<file path="config.mk">
export PLATFORM = sky130hd
export DESIGN_NAME = router_reg_flat
export DESIGN_NICKNAME = d
export VERILOG_FILES = /design/src/rtl/router_pkg.sv /design/src/rtl/router_reg_if.sv /design/src/rtl/router_parity_acc.sv /design/src/rtl/router_reg.sv /design/src/flat_wrapper.sv
export SDC_FILE = /design/constraint.sdc
export NUM_CORES = 1
export LEC_CHECK = 0
export CORE_AREA = 2 2 68 70
export CTS_CLUSTER_DIAMETER = 50
export DETAILED_ROUTE_END_ITERATION = 6
export DIE_AREA = 0 0 70 72
export HOLD_SLACK_MARGIN = 0.15
export PLACE_DENSITY = 0.79
export SYNTH_ARGS = -nofsm -noshare
export SYNTH_HDL_FRONTEND = slang
export SYNTH_HIERARCHICAL = 1
export SYNTH_SLANG_ARGS = --single-unit
</file>
<file path="constraint.sdc">
create_clock -name clock -period 4.7 [get_ports clock]
set_input_delay 0.47 -clock clock [delete_from_list [all_inputs] [get_ports clock]]
set_output_delay 0.47 -clock clock [all_outputs]
set_load 0.01 [all_outputs]
</file>
<file path="src/rtl/router_pkg.sv">
// Shared constants and types for the 1x3 router datapath, FSM and bench.
package router_pkg;

  localparam int DATA_W  = 8;
  localparam int ADDR_W  = 2;
  localparam int LEN_MSB = 7;
  localparam int LEN_LSB = 2;

  localparam logic [ADDR_W-1:0] ADDR_INVALID = 2'b11;

  typedef enum logic [2:0] {
    DECODE_ADDRESS,
    LOAD_FIRST_DATA,
    LOAD_DATA,
    LOAD_PARITY,
    FIFO_FULL_STATE,
    LOAD_AFTER_FULL,
    WAIT_TILL_EMPTY,
    CHECK_PARITY_ERROR
  } fsm_state_e;

  function automatic logic [LEN_MSB-LEN_LSB:0] hdr_len(input logic [DATA_W-1:0] hdr);
    return hdr[LEN_MSB:LEN_LSB];
  endfunction

endpackage

</file>
<file path="src/rtl/router_reg_if.sv">
// FSM/source-facing bus of the router register stage.
interface router_reg_if;
  import router_pkg::*;

  logic              pkt_valid;
  logic [DATA_W-1:0] data_in;
  logic              fifo_full;
  logic              detect_add;
  logic              lfd_state;
  logic              ld_state;
  logic              laf_state;
  logic              full_state;
  logic              rst_int_reg;
  logic [DATA_W-1:0] dout;
  logic              parity_done;
  logic              low_pkt_valid;
  logic              err;

  modport master (
    output pkt_valid, data_in, fifo_full, detect_add, lfd_state,
           ld_state, laf_state, full_state, rst_int_reg,
    input  dout, parity_done, low_pkt_valid, err
  );

  modport slave (
    input  pkt_valid, data_in, fifo_full, detect_add, lfd_state,
           ld_state, laf_state, full_state, rst_int_reg,
    output dout, parity_done, low_pkt_valid, err
  );

endinterface

</file>
<file path="src/rtl/router_parity_acc.sv">
// Running packet parity, captured parity byte and the mismatch flag.
module router_parity_acc
  import router_pkg::*;
(
  input  logic              clock,
  input  logic              reset,
  input  logic              clear,
  input  logic              acc_en,
  input  logic [DATA_W-1:0] acc_byte,
  input  logic              cap_en,
  input  logic [DATA_W-1:0] cap_byte,
  input  logic              check_en,
  output logic              err
);

  logic [DATA_W-1:0] int_parity_reg;
  logic [DATA_W-1:0] pkt_parity_reg;
  logic              err_reg;

  always_ff @(posedge clock or posedge reset) begin
    if (reset) begin
      int_parity_reg <= '0;
      pkt_parity_reg <= '0;
      err_reg        <= 1'b0;
    end else begin
      if (clear)
        int_parity_reg <= '0;
      else if (acc_en)
        int_parity_reg <= int_parity_reg ^ acc_byte;

      if (cap_en)
        pkt_parity_reg <= cap_byte;

      if (clear)
        err_reg <= 1'b0;
      else if (check_en)
        err_reg <= (int_parity_reg != pkt_parity_reg);
    end
  end

  assign err = err_reg;

endmodule

</file>
<file path="src/rtl/router_reg.sv">
// Router datapath register: header latch, full-FIFO hold byte and FIFO write data.
module router_reg
  import router_pkg::*;
(
  input  logic         clock,
  input  logic         reset,
  router_reg_if.slave  bus
);

  logic [DATA_W-1:0] dout_reg;
  logic [DATA_W-1:0] header_byte_reg;
  logic [DATA_W-1:0] hold_byte_reg;
  logic              parity_done_reg;
  logic              low_pkt_valid_reg;

  logic              acc_en;
  logic [DATA_W-1:0] acc_byte;
  logic              cap_en;
  logic [DATA_W-1:0] cap_byte;

  // Parity controls mirror the transfer priority of the sequential block below.
  always_comb begin
    acc_en   = 1'b0;
    acc_byte = '0;
    cap_en   = 1'b0;
    cap_byte = '0;
    if (bus.lfd_state) begin
      acc_en   = 1'b1;
      acc_byte = header_byte_reg;
    end else if (bus.ld_state) begin
      if (!bus.fifo_full) begin
        if (bus.pkt_valid) begin
          acc_en   = 1'b1;
          acc_byte = bus.data_in;
        end else begin
          cap_en   = 1'b1;
          cap_byte = bus.data_in;
        end
      end
    end else if (bus.laf_state && !parity_done_reg) begin
      if (!low_pkt_valid_reg) begin
        acc_en   = 1'b1;
        acc_byte = hold_byte_reg;
      end else begin
        cap_en   = 1'b1;
        cap_byte = hold_byte_reg;
      end
    end
  end

  always_ff @(posedge clock or posedge reset) begin
    if (reset) begin
      dout_reg          <= '0;
      header_byte_reg   <= '0;
      hold_byte_reg     <= '0;
      parity_done_reg   <= 1'b0;
      low_pkt_valid_reg <= 1'b0;
    end else begin
      if (bus.detect_add && bus.pkt_valid &&
          bus.data_in[ADDR_W-1:0] != ADDR_INVALID)
        header_byte_reg <= bus.data_in;

      if (bus.detect_add)
        parity_done_reg <= 1'b0;

      if (bus.lfd_state) begin
        dout_reg <= header_byte_reg;
      end else if (bus.ld_state) begin
        if (!bus.fifo_full) begin
          dout_reg <= bus.data_in;
          if (!bus.pkt_valid)
            parity_done_reg <= 1'b1;
        end else begin
          hold_byte_reg <= bus.data_in;
        end
      end else if (bus.laf_state && !parity_done_reg) begin
        // The held byte is the parity byte when pkt_valid already dropped.
        dout_reg <= hold_byte_reg;
        if (low_pkt_valid_reg)
          parity_done_reg <= 1'b1;
      end

      if (bus.ld_state && !bus.pkt_valid)
        low_pkt_valid_reg <= 1'b1;
      else if (bus.rst_int_reg)
        low_pkt_valid_reg <= 1'b0;
    end
  end

  router_parity_acc u_parity_acc (
    .clock    (clock),
    .reset    (reset),
    .clear    (bus.detect_add),
    .acc_en   (acc_en),
    .acc_byte (acc_byte),
    .cap_en   (cap_en),
    .cap_byte (cap_byte),
    .check_en (bus.rst_int_reg && parity_done_reg),
    .err      (bus.err)
  );

  assign bus.dout          = dout_reg;
  assign bus.parity_done   = parity_done_reg;
  assign bus.low_pkt_valid = low_pkt_valid_reg;

endmodule

</file>
<file path="src/flat_wrapper.sv">
// flat-port wrapper written by rule: the top's interface ports become plain ports
module router_reg_flat import router_pkg::*;
  (clock, reset, bus_pkt_valid, bus_data_in, bus_fifo_full, bus_detect_add, bus_lfd_state, bus_ld_state, bus_laf_state, bus_full_state, bus_rst_int_reg, bus_dout, bus_parity_done, bus_low_pkt_valid, bus_err);
  router_reg_if bus_i ();
  input  logic clock;
  input  logic reset;
  input wire logic [$bits(bus_i.pkt_valid)-1:0] bus_pkt_valid;
  input wire logic [$bits(bus_i.data_in)-1:0] bus_data_in;
  input wire logic [$bits(bus_i.fifo_full)-1:0] bus_fifo_full;
  input wire logic [$bits(bus_i.detect_add)-1:0] bus_detect_add;
  input wire logic [$bits(bus_i.lfd_state)-1:0] bus_lfd_state;
  input wire logic [$bits(bus_i.ld_state)-1:0] bus_ld_state;
  input wire logic [$bits(bus_i.laf_state)-1:0] bus_laf_state;
  input wire logic [$bits(bus_i.full_state)-1:0] bus_full_state;
  input wire logic [$bits(bus_i.rst_int_reg)-1:0] bus_rst_int_reg;
  output wire logic [$bits(bus_i.dout)-1:0] bus_dout;
  output wire logic [$bits(bus_i.parity_done)-1:0] bus_parity_done;
  output wire logic [$bits(bus_i.low_pkt_valid)-1:0] bus_low_pkt_valid;
  output wire logic [$bits(bus_i.err)-1:0] bus_err;
  assign bus_i.pkt_valid = bus_pkt_valid;
  assign bus_i.data_in = bus_data_in;
  assign bus_i.fifo_full = bus_fifo_full;
  assign bus_i.detect_add = bus_detect_add;
  assign bus_i.lfd_state = bus_lfd_state;
  assign bus_i.ld_state = bus_ld_state;
  assign bus_i.laf_state = bus_laf_state;
  assign bus_i.full_state = bus_full_state;
  assign bus_i.rst_int_reg = bus_rst_int_reg;
  assign bus_dout = bus_i.dout;
  assign bus_parity_done = bus_i.parity_done;
  assign bus_low_pkt_valid = bus_i.low_pkt_valid;
  assign bus_err = bus_i.err;
  router_reg u_core (.clock(clock), .reset(reset), .bus(bus_i));
endmodule
</file>
== Word level (Yosys, flattened, before mapping) ==
Index checks and enable logic that the tools add are counted.
Word-level totals
  bits in registers: 43
  word-level logic and storage cells: 67
  output and inout port bits: 11
  bits of input ports: 18
Cells by class
  muxes and demuxes: 41
  bitwise gates (word level): 2
  equality and inequality tests: 3
  reductions and logical operators: 13
Operators with widths (number)
  2-to-1 mux 8 bit: 18
  2-to-1 mux 1 bit: 23
  != test 8 bit: 1
  bitwise XOR 8 bit: 1
  nonzero test 2 bit: 3
  logical AND 1 bit: 5
  != test 3 bit (second input constant): 1
  AND reduction 3 bit: 1
  nonzero test 3 bit: 1
  zero test 1 bit: 2
  != test 2 bit (second input constant): 1
  AND reduction 2 bit: 1
  NOT 1 bit: 1

== Longest topological paths before layout ==
Gate-level depths: netlist (run 1).
  word-level depth: 8
  mapped depth: 9
  depth with buffers taken out: 6

== Hierarchy ==
The synthesis (run 1) kept the hierarchy.
By module, submodules not included
  router_reg: sequential area each 650.6 µm², instances 1, cells each 167, area an instance 1604.0 µm²
  router_parity_acc: sequential area each 425.4 µm², instances 1, cells each 67, area an instance 764.5 µm²

== Least setup slack after synthesis (run 1) ==
No wires, ideal clock.
  kind: in2reg
  from: in bus_lfd_state
  to: reg u_core.u_parity_acc.pkt_parity_reg[0]
  setup slack: 2.888 ns
  setup time: 0.128 ns
  arrival time: 1.685 ns
  data required time: 4.572 ns
  stages on the path: 7
  buffers on the path: 5
  cells stage by stage: buf_2 > buf_2 > buf_2 > buf_2 > nor2_1 > buf_2 > mux2_1
On the way
  word-level cells in the longest chain between the ends: 1
  elaborated cells between the ends (all ways): 2
  classes of those cells: mux (2)
RTL lines
  start: declaration: line flat_wrapper.sv:11  | input wire logic [$bits(bus_i.lfd_state)-1:0] bus_lfd_state;
  2-to-1 mux 1 bit: line router_reg.sv:27  | if (bus.lfd_state) begin
  named net u_core.cap_en: line router_reg.sv:18  | logic cap_en;
  end signal: assignment: line router_parity_acc.sv:32  | pkt_parity_reg <= cap_byte;
  end: declaration: line router_parity_acc.sv:17  | logic [DATA_W-1:0] pkt_parity_reg;
The timed path passes the listed nets, and every way through them passes these cells.
A chain may end at the register's enable or synchronous reset.

== Worst setup path after layout (run 1) ==
Ends and elaborated chain as after synthesis.

==> flow_summary.toml, run 1 <==
[synthesis]
ys.flop_type = "dfrtp_1"
yosysUniqueCellTypes = 33
synth_largest_area_cell = "dfrtp_1"
seq_area_frac_synth_pct = 45.4
ys_ff_latch = 43
synth_area_leaders = "dfrtp_1, mux2_2, a21oi_1"
syn_area_um2 = 2370
synth-edff-count = 0
synth_top_area_share_pct = 45.4
synthesis.nets = 252
synth_commonest_cells = "dfrtp_1, a21oi_1, nor2_1"
async_flop_share_pct = 100
yosysWarnings = 6
syn_inst = 234
syn_avg_cell_area_um2 = 10.1
synth_most_common_cell = "dfrtp_1"

[global_routing]
antenna_found_initial = 0
overflow = 0
grt_start_max_net_pins = 45
grt_pass1_vias = 1640
grt_first_pass_wirelength_um = 7810
grt_use_total_pct = 19.5

[timing]
final.setup.tns_ns = 0
setup_violations = 0
min_period_ns = 2.34
finalHoldViolCount = 0
worst_slew_pin_slew_ns = 1.02
min_period_over_period_pct = 49.8
fmax_ghz = 0.427
slew_headroom_pct = 31.9
rsz0062_at_grt = "no"
slew_violations = 0
clock-skew-final_ns = 0.0104

[drt]
postRouteAntennaNets = 0
drtIter0Drc = 75
post_drt_wl_per_cell_um = 15.0
viasPerCell = 5.56
num_vias = 1708
firstDrtPassIters = 4
wirelength_um = 4600
drcViolationCount = 0

[worst_setup_path]
reg2reg_depth = 4
cp-endpoint = "u_core/u_parity_acc/pkt_parity_reg[0]"
cp.required_ns = 4.88
crit_path_end_kind = "flop"
criticalPathCategory = "primary input to flop"
worstPathArrival_ns = 2.52
r2r-start = "u_core/bus.parity_done"
slowest_delay_ns = 0.75
rrSetupSlack_ns = 2.64
crit_path_max_fanout = 21
setup.worst_path.start_class = "primary input"
path_cells = "clkdlybuf4s50_1 -> buf_4 -> nor2_1 -> mux2_1"
cp-startpoint = "bus_lfd_state"
timing.rr.end = "u_core/u_parity_acc/pkt_parity_reg[0]"
crit_slowest_cell = "clkdlybuf4s50_1"

[die]
die_w_um = 70
core_area_um2 = 4260
rows = 24
dieArea_um2 = 5040
start_util_pct = 55.5
num_io_pins = 29
die_h_um = 72

[place]
io_buffers = 27
dp_hpwl_um = 3340
place_congestion = 0.796

[layout]
postLayoutCoreUtil_pct = 65.0
drive_gt1_share_pct = 13.3
area_growth_syn_to_layout_pct = 17.1
fill_cells = 354
num_antenna_cells = 0
num-nets-final = 272

[clock_network]
cts_tree = "built"
clk_latency_ns = 0.30
htree_num_levels = 2
post_cts_buffers = 0
cts_buffer_depth = 2
clkTransAtPathRegs_ns = 0.07
cts-root-buf = "clkbuf_8"
cts.repair.resized = 0
cts_buffers = 5
cts_sinks = 43
cts_hold_buf = 0

[pwr]
vdd_drop_max_uv = 263
power_density_nw_per_um2 = 372
p_leak_nw = 1.20

[run_status]
outcome = "finished, final reports clean"

[flow_run]
cap_violations = 0

[min_path]
hp-class = "flop to flop"
-- layout by cell type, fill, tap and decap left out, types with 2 or more instances in the layout --
cell / count
o22a_1: 2
nor2b_1: 17
mux2_2: 14
xnor2_1: 8
a32oi_1: 8
clkbuf_8: 5
inv_1: 5
nor2_1: 22
nand2b_1: 8
xor2_1: 8
mux2_1: 8
o22ai_1: 2
dfrtp_1: 43
a21oi_1: 24
mux2_4: 8
clkdlybuf4s50_1: 27
buf_4: 2
bufinv_16: 2
a31oi_1: 8
nand2_1: 20
-- worst max-delay path: cells and delay by family --
family | cells | cell delay [ns]
buf+inv | 2 | 1.12
simple gates | 1 | 0.54
mux | 1 | 0.38
-- metal layers --
layer	share of wire [%]	global-route usage [%]	vias to the layer above
met5	0	0	-
met3	4.0	4.58	6
met2	48	31.7	38
met4	1.6	6.62	0
li1	-	-	845
met1	47	26.2	819
-- layout make-up --
cell class / instances / area (um^2) / area share, %
sequential: 43 / 1080 / 38.8
clock buffer: 5 / 68.8 / 2.48
tap: 52 / 65.1 / 2.35
clock inverter: 3 / 67.6 / 2.44
multi-input combinational: 169 / 1190 / 42.8
timing repair buffer: 29 / 285 / 10.3
inverter: 6 / 22.5 / 0.812
-- power by group --
part | switching, mW | internal (mW)
clock | 0.126 | 0.212
combinational | 0.104 | 0.128
sequential | 0.0373 | 0.425
-- worst min-delay path by stage --
stage / start / end / slack, ns / cells after the start
finish: u_core/header_byte_reg[0] / u_core/header_byte_reg[0] / 0.49 / 1
global route: u_core/bus.dout[6] / u_core/bus.dout[6] / 0.52 / 1
CTS: u_core/header_byte_reg[0] / u_core/header_byte_reg[0] / 0.50 / 1
detailed placement: u_core/header_byte_reg[0] / u_core/header_byte_reg[0] / 0.48 / 1
global placement: u_core/header_byte_reg[0] / u_core/header_byte_reg[0] / 0.48 / 1
floorplan: reset / u_core/u_parity_acc/err / 0.40 / 1
-- metrics by stage --
step / area, um^2 / worst slack [ns] / total power, mW / cells / hold slack, ns
CTS: 2770 / 2.37 / 1.04 / 307 / 0.498
finish: 2770 / 2.36 / 1.03 / 307 / 0.492
detailed placement: 2640 / 2.07 / 0.701 / 299 / 0.480
global placement: 2640 / 2.10 / 0.691 / 299 / 0.483
floorplan: 2370 / 2.89 / 0.620 / 234 / 0.396
global route: 2770 / 2.21 / 1.08 / 307 / 0.522
-- cell families (layout without fill, tap and decap cells) --
group	count (synthesis)	in the layout	share of synthesized area [%]
and+or+nand+nor	75	75	15.8
muxes	31	31	16.0
AOI/OAI and AO/OA	47	47	12.5
xor gates and xnor gates	16	16	5.92
buffers and inverters	22	43	4.44
DFF	43	43	45.4
Note: power is estimated with default switching activity, not from simulation.
==> run 2, diff against run 1 <==
--- a/config.mk
+++ b/config.mk
@@ -5,12 +5,12 @@
 export SDC_FILE = /design/constraint.sdc
 export NUM_CORES = 1
 export LEC_CHECK = 0
-export CORE_AREA = 2 2 68 70
+export CORE_AREA = 2 2 69 71
 export CTS_CLUSTER_DIAMETER = 50
 export DETAILED_ROUTE_END_ITERATION = 6
-export DIE_AREA = 0 0 70 72
+export DIE_AREA = 0 0 71 73
 export HOLD_SLACK_MARGIN = 0.15
-export PLACE_DENSITY = 0.79
+export PLACE_DENSITY = 0.77
 export SYNTH_ARGS = -nofsm -noshare
 export SYNTH_HDL_FRONTEND = slang
 export SYNTH_HIERARCHICAL = 1
==> constraint.sdc (replaced) <==
create_clock -name clock -period 2.18 [get_ports clock]
set_input_delay 0.218 -clock clock [delete_from_list [all_inputs] [get_ports clock]]
set_output_delay 0.218 -clock clock [all_outputs]
set_load 0.01 [all_outputs]
==> run 2 against run 1 <==
Compared with the run above: core utilization fell by 2.8 points; clock skew is 0.0026 ns lower; worst hold slack worse by 0.18 ns; critical path depth rose by 2; highest routed layer unchanged; routed wire length is 1.7% higher; largest power group unchanged; via count up 1.6%; global-route usage shrank 0.18 points; combinational power is 120% higher.
==> flow_summary.toml, run 2 (same netlist as run 1, synthesis figures left out) <==
[clock_network]
cts_tree = "built"
cts.repair.resized = 0
htree_num_levels = 2
cts_sinks = 43
cts_hold_buf = 0
post_cts_buffers = 0
cts-root-buf = "clkbuf_8"
clkTransAtPathRegs_ns = 0.08
clk_latency_ns = 0.29
cts_buffers = 5
cts_buffer_depth = 2

[drt]
firstDrtPassIters = 4
drtIter0Drc = 67
num_vias = 1735
postRouteAntennaNets = 0
viasPerCell = 5.49
post_drt_wl_per_cell_um = 14.8
wirelength_um = 4680
drcViolationCount = 0

[timing]
setup_violations = 0
final.setup.tns_ns = 0
min_period_ns = 1.76
slew_violations = 0
fmax_ghz = 0.567
finalHoldViolCount = 0
clock-skew-final_ns = 0.00779
timing.final.ws_setup_ns = 0.418
min_period_over_period_pct = 80.8
worst_slew_pin_slew_ns = 0.619
slew_headroom_pct = 58.7
rsz0062_at_grt = "no"

[global_routing]
overflow = 0
grt_pass1_vias = 1600
grt_use_total_pct = 19.4
antenna_found_initial = 0
grt_first_pass_wirelength_um = 7760
grt_start_max_net_pins = 43

[pwr]
vdd_drop_max_uv = 524
p_leak_nw = 1.24
power.total_mw = 2.14
power_density_nw_per_um2 = 759

[flow_run]
cap_violations = 0

[worst_setup_path]
crit_path_end_kind = "flop"
setup.worst_path.start_class = "primary input"
crit_path_max_fanout = 9
criticalPathCategory = "primary input to flop"
cp.required_ns = 2.35
worstPathArrival_ns = 1.93

[min_path]
hp-class = "primary input to async pin"

[place]
placed_cells = 308
pre_cts_ws_ns = 0.105
dp_hpwl_um = 3560
io_buffers = 27
place_congestion = 0.819

[layout]
final_cell_mix = "dfrtp_1, clkdlybuf4s50_1, a21oi_1, nor2_1, nand2_1"
fill_cells = 354
num-nets-final = 279
drive_gt1_share_pct = 15.6
area_growth_syn_to_layout_pct = 19.1
num_antenna_cells = 0
stdcell_count = 316
final_common_cell = "dfrtp_1"

[die]
rows = 25
dieArea_um2 = 5180
die_w_um = 71
num_io_pins = 29
start_util_pct = 52.2
die_h_um = 73
core_area_um2 = 4540

[run_status]
outcome = "finished, final reports clean"
==> run 2: cell count changes in the layout (fill, tap and decap cells not counted) <==
cell	before	now
buf_12	0	1
clkinvlp_4	1	0
bufinv_16	2	1
clkinv_2	0	1
buf_4	2	8
clkbuf_8	5	6
==> run 2: power breakdown <==
part           switching (mW)  internal, mW  leakage (nW)
Sequential             0.0822         0.916         0.537
Combinational           0.228         0.288         0.637
Clock                   0.256         0.370        0.0612
==> run 2: critical path, cell delays in order <==
cell	delay (ns)
clkdlybuf4s50_1	0.46
nor2_1	0.45
mux2i_1	0.18
nor2_1	0.12
buf_4	0.18
mux2_1	0.33
==> run 2: metrics by stage <==
step                util (%)  hold WS (ns)  instance area (um^2)
floorplan                  -         0.144                  2370
global placement        59.6         0.474                  2700
detailed placement      59.6         0.481                  2700
CTS                     62.2         0.306                  2820
global route            62.2         0.370                  2820
finish                  62.2         0.308                  2820
==> run 2: final timing paths <==
path	start	endpoint	slack, ns	depth (start not counted)
setup / recovery	bus_pkt_valid	u_core/u_parity_acc/pkt_parity_reg[0]	0.42	6
hold / removal	reset	u_core/hold_byte_reg[2]	0.31	3
setup reg to reg	u_core/bus.parity_done	u_core/u_parity_acc/pkt_parity_reg[0]	0.63	5
hold reg to reg	u_core/header_byte_reg[1]	u_core/header_byte_reg[1]	0.49	1
max in group asynchronous	reset	u_core/u_parity_acc/int_parity_reg[0]	1.45	2
min in group clock	u_core/header_byte_reg[1]	u_core/header_byte_reg[1]	0.49	1
==> run 2: routing by layer <==
| metal | part of all wire (%) | global-route usage, % | vias to the layer above |
|---|---|---|---|
| met4 | 1.0 | 6.29 | 0 |
| met1 | 46 | 26.1 | 832 |
| li1 | - | - | 864 |
| met5 | 0 | 0 | - |
| met3 | 3.0 | 4.14 | 5 |
| met2 | 50 | 31.5 | 34 |
==> run 2: area by class of cell <==
cell class                      count  area (um^2)  share of cell area, %
Inverter                            6         22.5                  0.798
Tap cell                           54         67.6                   2.39
Multi-Input combinational cell    169         1190                   42.1
Clock inverter                      2         35.0                   1.24
Timing Repair Buffer               36          350                   12.4
Clock buffer                        6         82.6                   2.93
Sequential cell                    43         1080                   38.1
